<file path="src/rtl/q_row_fetch_if.sv">
// ----------------------------------------------------------------------------
// q_row_fetch_if
//   Bundles the signals of q_row_fetch that are not clock or reset. These are
//   the start request, the RAM read port, and the parallel row output that
//   feeds the max-Q comparator.
//
//   modport slave  : the fetcher's view (q_row_fetch uses this one)
//   modport master : the view of the surrounding logic. It drives the
//                    request and the RAM read data, and consumes the row.
//
//   Signals
//     start        request a row fetch
//     state_idx    board state to fetch
//     occ_mask     bit k-1 set = cell k occupied
//     mem_rd_en    RAM read strobe
//     mem_addr     {state_idx, cell[3:0]}
//     mem_rd_data  RAM data, valid one cycle after mem_rd_en
//     busy         fetch in progress
//     valid        q_out_* hold a complete row
//     no_move      every cell of the held row is occupied
//     q_out_1..9   Q value per cell
// ----------------------------------------------------------------------------
interface q_row_fetch_if #(
    parameter int Q_W     = 8,
    parameter int STATE_W = 15
);
    logic                 start;
    logic [STATE_W-1:0]   state_idx;
    logic [8:0]           occ_mask;
    logic                 mem_rd_en;
    logic [STATE_W+3:0]   mem_addr;
    logic [Q_W-1:0]       mem_rd_data;
    logic                 busy;
    logic                 valid;
    logic                 no_move;
    logic [Q_W-1:0]       q_out_1;
    logic [Q_W-1:0]       q_out_2;
    logic [Q_W-1:0]       q_out_3;
    logic [Q_W-1:0]       q_out_4;
    logic [Q_W-1:0]       q_out_5;
    logic [Q_W-1:0]       q_out_6;
    logic [Q_W-1:0]       q_out_7;
    logic [Q_W-1:0]       q_out_8;
    logic [Q_W-1:0]       q_out_9;

    modport slave (
        input  start, state_idx, occ_mask, mem_rd_data,
        output mem_rd_en, mem_addr, busy, valid, no_move,
        output q_out_1, q_out_2, q_out_3, q_out_4, q_out_5,
        output q_out_6, q_out_7, q_out_8, q_out_9
    );

    modport master (
        output start, state_idx, occ_mask, mem_rd_data,
        input  mem_rd_en, mem_addr, busy, valid, no_move,
        input  q_out_1, q_out_2, q_out_3, q_out_4, q_out_5,
        input  q_out_6, q_out_7, q_out_8, q_out_9
    );
endinterface

</file>
<file path="src/rtl/q_row_fetch.sv">
// ----------------------------------------------------------------------------
// q_row_fetch
//   Upstream feeder for the 9-input max-Q comparator of the tic-tac-toe
//   Q-learning agent. A start request loads one board state's Q-table row.
//   The row is read from a synchronous single-port RAM, one cell per cycle.
//   Occupied cells are forced to MASK_VAL and never read. The nine values are
//   then presented in parallel with a valid flag.
//
//   Ports
//     clk    in  rising-edge clock
//     rst    in  synchronous, active-high reset
//     fetch  slave side of q_row_fetch_if. It carries the request, the RAM
//            read port and the row outputs.
//
//   Timing
//     Start is accepted at edge E0. Cell k is addressed during the cycle
//     after E(k). The RAM returns its data after E(k+1), and that data is
//     captured at E(k+2). valid rises at E10 whatever the mask is, so the
//     latency seen by the comparator is fixed.
// ----------------------------------------------------------------------------
module q_row_fetch #(
    parameter int             Q_W      = 8,
    parameter int             STATE_W  = 15,
    parameter logic [Q_W-1:0] MASK_VAL = '0
) (
    input  logic         clk,
    input  logic         rst,
    q_row_fetch_if.slave fetch
);

    typedef enum logic [1:0] {
        IDLE  = 2'd0,
        ISSUE = 2'd1,
        DRAIN = 2'd2
    } state_t;

    localparam logic [3:0] LAST_CELL = 4'd8;

    // Control and latched request
    state_t               state_q;
    logic [STATE_W-1:0]   idx_q;
    logic [8:0]           occ_q;
    logic [3:0]           cell_q;       // cell currently presented on mem_addr

    // RAM port registers
    logic                 rd_en_q;
    logic [STATE_W+3:0]   addr_q;

    // Describes the cell whose RAM data is on mem_rd_data this cycle
    logic                 pend_vld_q;
    logic [3:0]           pend_cell_q;
    logic                 pend_occ_q;

    // Registered outputs
    logic                 busy_q;
    logic                 valid_q;
    logic                 no_move_q;
    logic [Q_W-1:0]       row_q [9];

    // Next-cell and capture-value helpers
    logic [3:0]           cell_d;
    logic [Q_W-1:0]       cap_d;

    // NOTE: combinational blocks assign every output on every path, so no latch can be inferred.
    always_comb begin
        cell_d = cell_q + 4'd1;
        cap_d  = fetch.mem_rd_data;
        if (pend_occ_q) begin
            cap_d = MASK_VAL;
        end
    end

    // The FSM and all output registers live in this one block.
    // NOTE: sequential state uses non-blocking assignment only, so every register sees pre-edge values.
    always_ff @(posedge clk) begin
        if (rst) begin
            state_q     <= IDLE;
            idx_q       <= '0;
            occ_q       <= '0;
            cell_q      <= '0;
            rd_en_q     <= 1'b0;
            addr_q      <= '0;
            pend_vld_q  <= 1'b0;
            pend_cell_q <= '0;
            pend_occ_q  <= 1'b0;
            busy_q      <= 1'b0;
            valid_q     <= 1'b0;
            no_move_q   <= 1'b0;
            // NOTE: the row registers are reset on purpose. They are outputs that must read zero after reset, not RAM storage.
            for (int i = 0; i < 9; i++) begin
                row_q[i] <= '0;
            end
        end else begin
            pend_vld_q <= 1'b0;

            // Capture the cell whose data (or mask) belongs to this cycle.
            if (pend_vld_q) begin
                row_q[pend_cell_q] <= cap_d;
            end

            unique case (state_q)
                IDLE: begin
                    if (fetch.start) begin
                        idx_q     <= fetch.state_idx;
                        occ_q     <= fetch.occ_mask;
                        cell_q    <= 4'd0;
                        addr_q    <= {fetch.state_idx, 4'd0};
                        rd_en_q   <= ~fetch.occ_mask[0];
                        busy_q    <= 1'b1;
                        valid_q   <= 1'b0;
                        no_move_q <= 1'b0;
                        state_q   <= ISSUE;
                    end
                end

                ISSUE: begin
                    // The cell on mem_addr this cycle is read by the RAM at
                    // this edge, so its data is due one edge later.
                    pend_vld_q  <= 1'b1;
                    pend_cell_q <= cell_q;
                    pend_occ_q  <= occ_q[cell_q];
                    if (cell_q == LAST_CELL) begin
                        // mem_addr keeps pointing at cell 8.
                        rd_en_q <= 1'b0;
                        state_q <= DRAIN;
                    end else begin
                        cell_q  <= cell_d;
                        addr_q  <= {idx_q, cell_d};
                        rd_en_q <= ~occ_q[cell_d];
                    end
                end

                DRAIN: begin
                    // Cell 8 is captured by the shared capture path above.
                    busy_q    <= 1'b0;
                    valid_q   <= 1'b1;
                    no_move_q <= &occ_q;
                    state_q   <= IDLE;
                end

                default: begin
                    state_q <= IDLE;
                end
            endcase
        end
    end

    assign fetch.mem_rd_en = rd_en_q;
    assign fetch.mem_addr  = addr_q;
    assign fetch.busy      = busy_q;
    assign fetch.valid     = valid_q;
    assign fetch.no_move   = no_move_q;
    assign fetch.q_out_1   = row_q[0];
    assign fetch.q_out_2   = row_q[1];
    assign fetch.q_out_3   = row_q[2];
    assign fetch.q_out_4   = row_q[3];
    assign fetch.q_out_5   = row_q[4];
    assign fetch.q_out_6   = row_q[5];
    assign fetch.q_out_7   = row_q[6];
    assign fetch.q_out_8   = row_q[7];
    assign fetch.q_out_9   = row_q[8];

endmodule

</file>
<file path="src/flat_wrapper.sv">
// flat-port wrapper written by rule: the top's interface ports become plain ports
module q_row_fetch_flat 
#(
    parameter int             Q_W      = 8,
    parameter int             STATE_W  = 15,
    parameter logic [Q_W-1:0] MASK_VAL = '0
)
  (clk, rst, fetch_start, fetch_state_idx, fetch_occ_mask, fetch_mem_rd_data, fetch_mem_rd_en, fetch_mem_addr, fetch_busy, fetch_valid, fetch_no_move, fetch_q_out_1, fetch_q_out_2, fetch_q_out_3, fetch_q_out_4, fetch_q_out_5, fetch_q_out_6, fetch_q_out_7, fetch_q_out_8, fetch_q_out_9);
  q_row_fetch_if #(.Q_W(Q_W), .STATE_W(STATE_W)) fetch_i ();
  input  logic clk;
  input  logic rst;
  input wire logic [$bits(fetch_i.start)-1:0] fetch_start;
  input wire logic [$bits(fetch_i.state_idx)-1:0] fetch_state_idx;
  input wire logic [$bits(fetch_i.occ_mask)-1:0] fetch_occ_mask;
  input wire logic [$bits(fetch_i.mem_rd_data)-1:0] fetch_mem_rd_data;
  output wire logic [$bits(fetch_i.mem_rd_en)-1:0] fetch_mem_rd_en;
  output wire logic [$bits(fetch_i.mem_addr)-1:0] fetch_mem_addr;
  output wire logic [$bits(fetch_i.busy)-1:0] fetch_busy;
  output wire logic [$bits(fetch_i.valid)-1:0] fetch_valid;
  output wire logic [$bits(fetch_i.no_move)-1:0] fetch_no_move;
  output wire logic [$bits(fetch_i.q_out_1)-1:0] fetch_q_out_1;
  output wire logic [$bits(fetch_i.q_out_2)-1:0] fetch_q_out_2;
  output wire logic [$bits(fetch_i.q_out_3)-1:0] fetch_q_out_3;
  output wire logic [$bits(fetch_i.q_out_4)-1:0] fetch_q_out_4;
  output wire logic [$bits(fetch_i.q_out_5)-1:0] fetch_q_out_5;
  output wire logic [$bits(fetch_i.q_out_6)-1:0] fetch_q_out_6;
  output wire logic [$bits(fetch_i.q_out_7)-1:0] fetch_q_out_7;
  output wire logic [$bits(fetch_i.q_out_8)-1:0] fetch_q_out_8;
  output wire logic [$bits(fetch_i.q_out_9)-1:0] fetch_q_out_9;
  assign fetch_i.start = fetch_start;
  assign fetch_i.state_idx = fetch_state_idx;
  assign fetch_i.occ_mask = fetch_occ_mask;
  assign fetch_i.mem_rd_data = fetch_mem_rd_data;
  assign fetch_mem_rd_en = fetch_i.mem_rd_en;
  assign fetch_mem_addr = fetch_i.mem_addr;
  assign fetch_busy = fetch_i.busy;
  assign fetch_valid = fetch_i.valid;
  assign fetch_no_move = fetch_i.no_move;
  assign fetch_q_out_1 = fetch_i.q_out_1;
  assign fetch_q_out_2 = fetch_i.q_out_2;
  assign fetch_q_out_3 = fetch_i.q_out_3;
  assign fetch_q_out_4 = fetch_i.q_out_4;
  assign fetch_q_out_5 = fetch_i.q_out_5;
  assign fetch_q_out_6 = fetch_i.q_out_6;
  assign fetch_q_out_7 = fetch_i.q_out_7;
  assign fetch_q_out_8 = fetch_i.q_out_8;
  assign fetch_q_out_9 = fetch_i.q_out_9;
  q_row_fetch #(.Q_W(Q_W), .STATE_W(STATE_W), .MASK_VAL(MASK_VAL)) u_core (.clk(clk), .rst(rst), .fetch(fetch_i));
endmodule
</file>
<file path="config.mk">
export PLATFORM = sky130hd
export DESIGN_NAME = q_row_fetch_flat
export DESIGN_NICKNAME = d
export VERILOG_FILES = /design/src/rtl/q_row_fetch_if.sv /design/src/rtl/q_row_fetch.sv /design/src/flat_wrapper.sv
export SDC_FILE = /design/constraint.sdc
export NUM_CORES = 1
export LEC_CHECK = 0
export CORE_MARGIN = 3
export CORE_UTILIZATION = 35
export CTS_CLUSTER_DIAMETER = 150
export CTS_CLUSTER_SIZE = 28
export DETAILED_ROUTE_END_ITERATION = 10
export DONT_BUFFER_PORTS = 1
export HOLD_SLACK_MARGIN = 0.06
export SLEW_MARGIN = 20
export SYNTH_ARGS = -nofsm -noshare
export SYNTH_HDL_FRONTEND = slang
export SYNTH_SLANG_ARGS = --single-unit
</file>
<file path="constraint.sdc">
create_clock -name clk -period 2.82 [get_ports clk]
set_input_delay 0.282 -clock clk [delete_from_list [all_inputs] [get_ports clk]]
set_output_delay 0.282 -clock clk [all_outputs]
set_load 0.005 [all_outputs]
</file>
==> flow_summary.json <==
{
  "stdcell_area_sq_um": 6020,
  "worstSetupPathType": "flop to flop",
  "antenna_found_initial": 0,
  "first_iter_violations": 258,
  "cts_tree": "yes",
  "vias": 3493,
  "setup_tns_ns": 0,
  "dpl_cell_area_sq_um": 5130,
  "synth_cell_types": 39,
  "drc_errors": 0,
  "stdcell_count": 686,
  "ant_nets": 0,
  "ys.flop_type": "edfxtp_1",
  "yosys.area.top_type": "edfxtp_1",
  "cp_data_required_time_ns": 3.17,
  "start_util_pct": 35.8,
  "overflow": 0,
  "worstMarginPinSlew_ns": 0.703,
  "final_core_util_pct": 43.2,
  "grt_start_max_net_pins": 55,
  "p_sw_mw": 1.03,
  "nNetsFinal": 530,
  "first_pass_iters": 4,
  "yosys_warnings": 0,
  "async_reset_ff_share_pct": 0,
  "gr-usage-met2_pct": 26.0,
  "use_met3_pct": 6.15,
  "layout-drive-gt1-share_pct": 9.49,
  "crit_start": "u_core.fetch.mem_addr[1]",
  "power_frac_seq_pct": 45.5,
  "htreeDepth": 4,
  "die_w_microns": 125,
  "post-route-min-period_ns": 2.23,
  "clkPwrFrac_pct": 48.1,
  "cap_violations": 0,
  "rsz0062_at_grt": "false",
  "slew_headroom_pct": 52.5,
  "die_h_microns": 125,
  "yosys-top-cells-count": "nand2_1, nor2_1, edfxtp_1, dfxtp_1, a21oi_1",
  "io-pin-count": 130,
  "area_growth_pct": 20.6,
  "critPathArrivalTime_ns": 2.58,
  "cts.path.max_buffers": 2,
  "cts_sinks": 127,
  "hp-start": "fetch_start",
  "fp-row-count": 43,
  "grt_pass1_wl_microns": 19200,
  "antennaDiodeCount": 0,
  "multi_input_area_sq_um": 1580,
  "worst_hold_slack_ns": 0.104,
  "post_drt_wl_per_cell_microns": 17.7,
  "setup_viol": 0,
  "netlist_area_sq_um": 4990,
  "r2r-start": "u_core.fetch.mem_addr[1]",
  "wl_microns": 12200,
  "ys_top_cells_by_area": "edfxtp_1, dfxtp_1, nand2_1",
  "setup_ws_ns": 0.590,
  "synth_top_cell_area_share_pct": 43.3,
  "finalMaxSlewViolations": 0,
  "p_sw_share_pct": 22.1,
  "total_power_mw": 4.65,
  "p_int_mw": 3.62,
  "die_area_sq_um": 15700,
  "clkTransAtPathRegs_ns": 0.06,
  "peakVddDrop_uv": 372,
  "grt_pass1_vias": 3389,
  "root_buffer": "clkbuf_16",
  "syn_nets": 510,
  "yosys_register_bits": 127,
  "synth_edf_count": 72,
  "use_met1_pct": 18.8,
  "hpwl_microns": 7970,
  "avgSynthCellArea_sq_um": 10.6,
  "clk_latency_ns": 0.41,
  "core_sq_um": 13900,
  "portBuffers": 0,
  "grt.total_usage_pct": 15.8,
  "cp-start-kind": "flop",
  "worstSetupEndpointType": "flop",
  "nFillCells": 1307,
  "status": "completed",
  "hold_class": "input pin to flop",
  "hold_viol": 0,
  "syn_inst": 473,
  "finalCritPeriodShare_pct": 79.1,
  "p_per_area_nw_per_um2": 772,
  "ys_seq_area_share_pct": 65.4,
  "seqCellArea_sq_um": 3260,
  "p_leak_nw": 2.20,
  "fmax_mhz": 449,
  "dp_slack_ns": 0.590,
  "grt-busiest-layer": "met2",
  "comb_power_share_pct": 6.4,
  "cts_buffers": 17,
  "skew_ns": 0.00913,
  "gp_congestion": 0.798,
  "via_per_inst": 5.09,
  "crit_fanout": 7,
  "placed_cells": 626
}
[state kept, by name (all words and copies together), names as in the netlist]
signal,count
u_core.fetch.valid,1
u_core.pend_cell_q,4
u_core.idx_q,15
u_core.state_q,2
u_core.pend_occ_q,1
u_core.fetch.busy,1
u_core.fetch.mem_addr,19
u_core.fetch.mem_rd_en,1
u_core.occ_q,9
u_core.pend_vld_q,1
u_core.fetch.no_move,1
u_core.row_q,72
[cell families (layout without fill, tap and decap cells)]
family	after synthesis	in the layout	share of synthesized area (%)
AOI/OAI and AO/OA	58	58	7.49
xor gates and xnor gates	2	2	0.351
adders and majority gates	2	2	0.501
buffers and inverters	36	69	3.01
DFF	127	127	65.4
muxes	9	9	2.68
and+or+nand+nor	239	239	20.6
[final cells by class]
cell class                      instances  area share (%)
Inverter                                3           0.187
Timing Repair Buffer                   34            5.57
Multi-Input combinational cell        310            26.3
Clock inverter                         13            2.83
Sequential cell                       127            54.2
Tap cell                              180            3.74
Clock buffer                           19            7.19
[power groups by stage]
stage / clock (mW) / combinational (mW) / sequential (mW)
finish: 2.23 / 0.300 / 2.11
global route: 2.36 / 0.336 / 2.12
CTS: 2.28 / 0.304 / 2.12
detailed placement: 0 / 0.255 / 2.15
global placement: 0 / 0.245 / 2.15
floorplan: 0 / 0.204 / 2.13
[path summary, 6_finish.rpt]
kind	to	slack [ns]	depth (start not counted)
hold reg to reg	u_core.idx_q[12]	0.45	2
setup / recovery	u_core.fetch.mem_rd_en	0.59	6
setup reg to reg	u_core.fetch.mem_rd_en	0.59	6
hold / removal	u_core.fetch.no_move	0.10	3
[repair_timing]
action / CTS / global route
setup buffers: 0 / 0
hold buffers: 28 / 0
gates resized for setup: 0 / 0
endpoints found under the hold margin: 54 / 0
[routing by layer]
| layer | vias up | wire length (microns) |
|---|---|---|
| li1 | 1661 | - |
| met1 | 1663 | 5030 |
| met2 | 149 | 5910 |
| met3 | 20 | 991 |
| met4 | 0 | 217 |
| met5 | - | 0 |
[worst max-delay path: stages (launching register included)]
cell and delay (ns):
dfxtp_1 0.47, inv_1 0.11, ha_1 0.41, mux2_1 0.35
mux4_2 0.47, mux2_2 0.28, o22ai_2 0.08
[cells in the final DEF, fill, tap and decap left out, drive strengths merged, types with 3 or more instances in the layout]
master	synthesis	layout
nor2	97	97
nand2	97	97
edfxtp	72	72
dfxtp	55	55
a21oi	34	34
dlygate4sd3	0	27
nand2b	20	20
clkbuf	23	19
a311oi	15	15
clkinv	0	8
buf	10	7
nand3	5	5
nor2b	5	5
mux2	5	5
nor3	4	4
bufinv	0	4
inv	3	3
mux4	3	3
(Power assumes the default switching activity.)
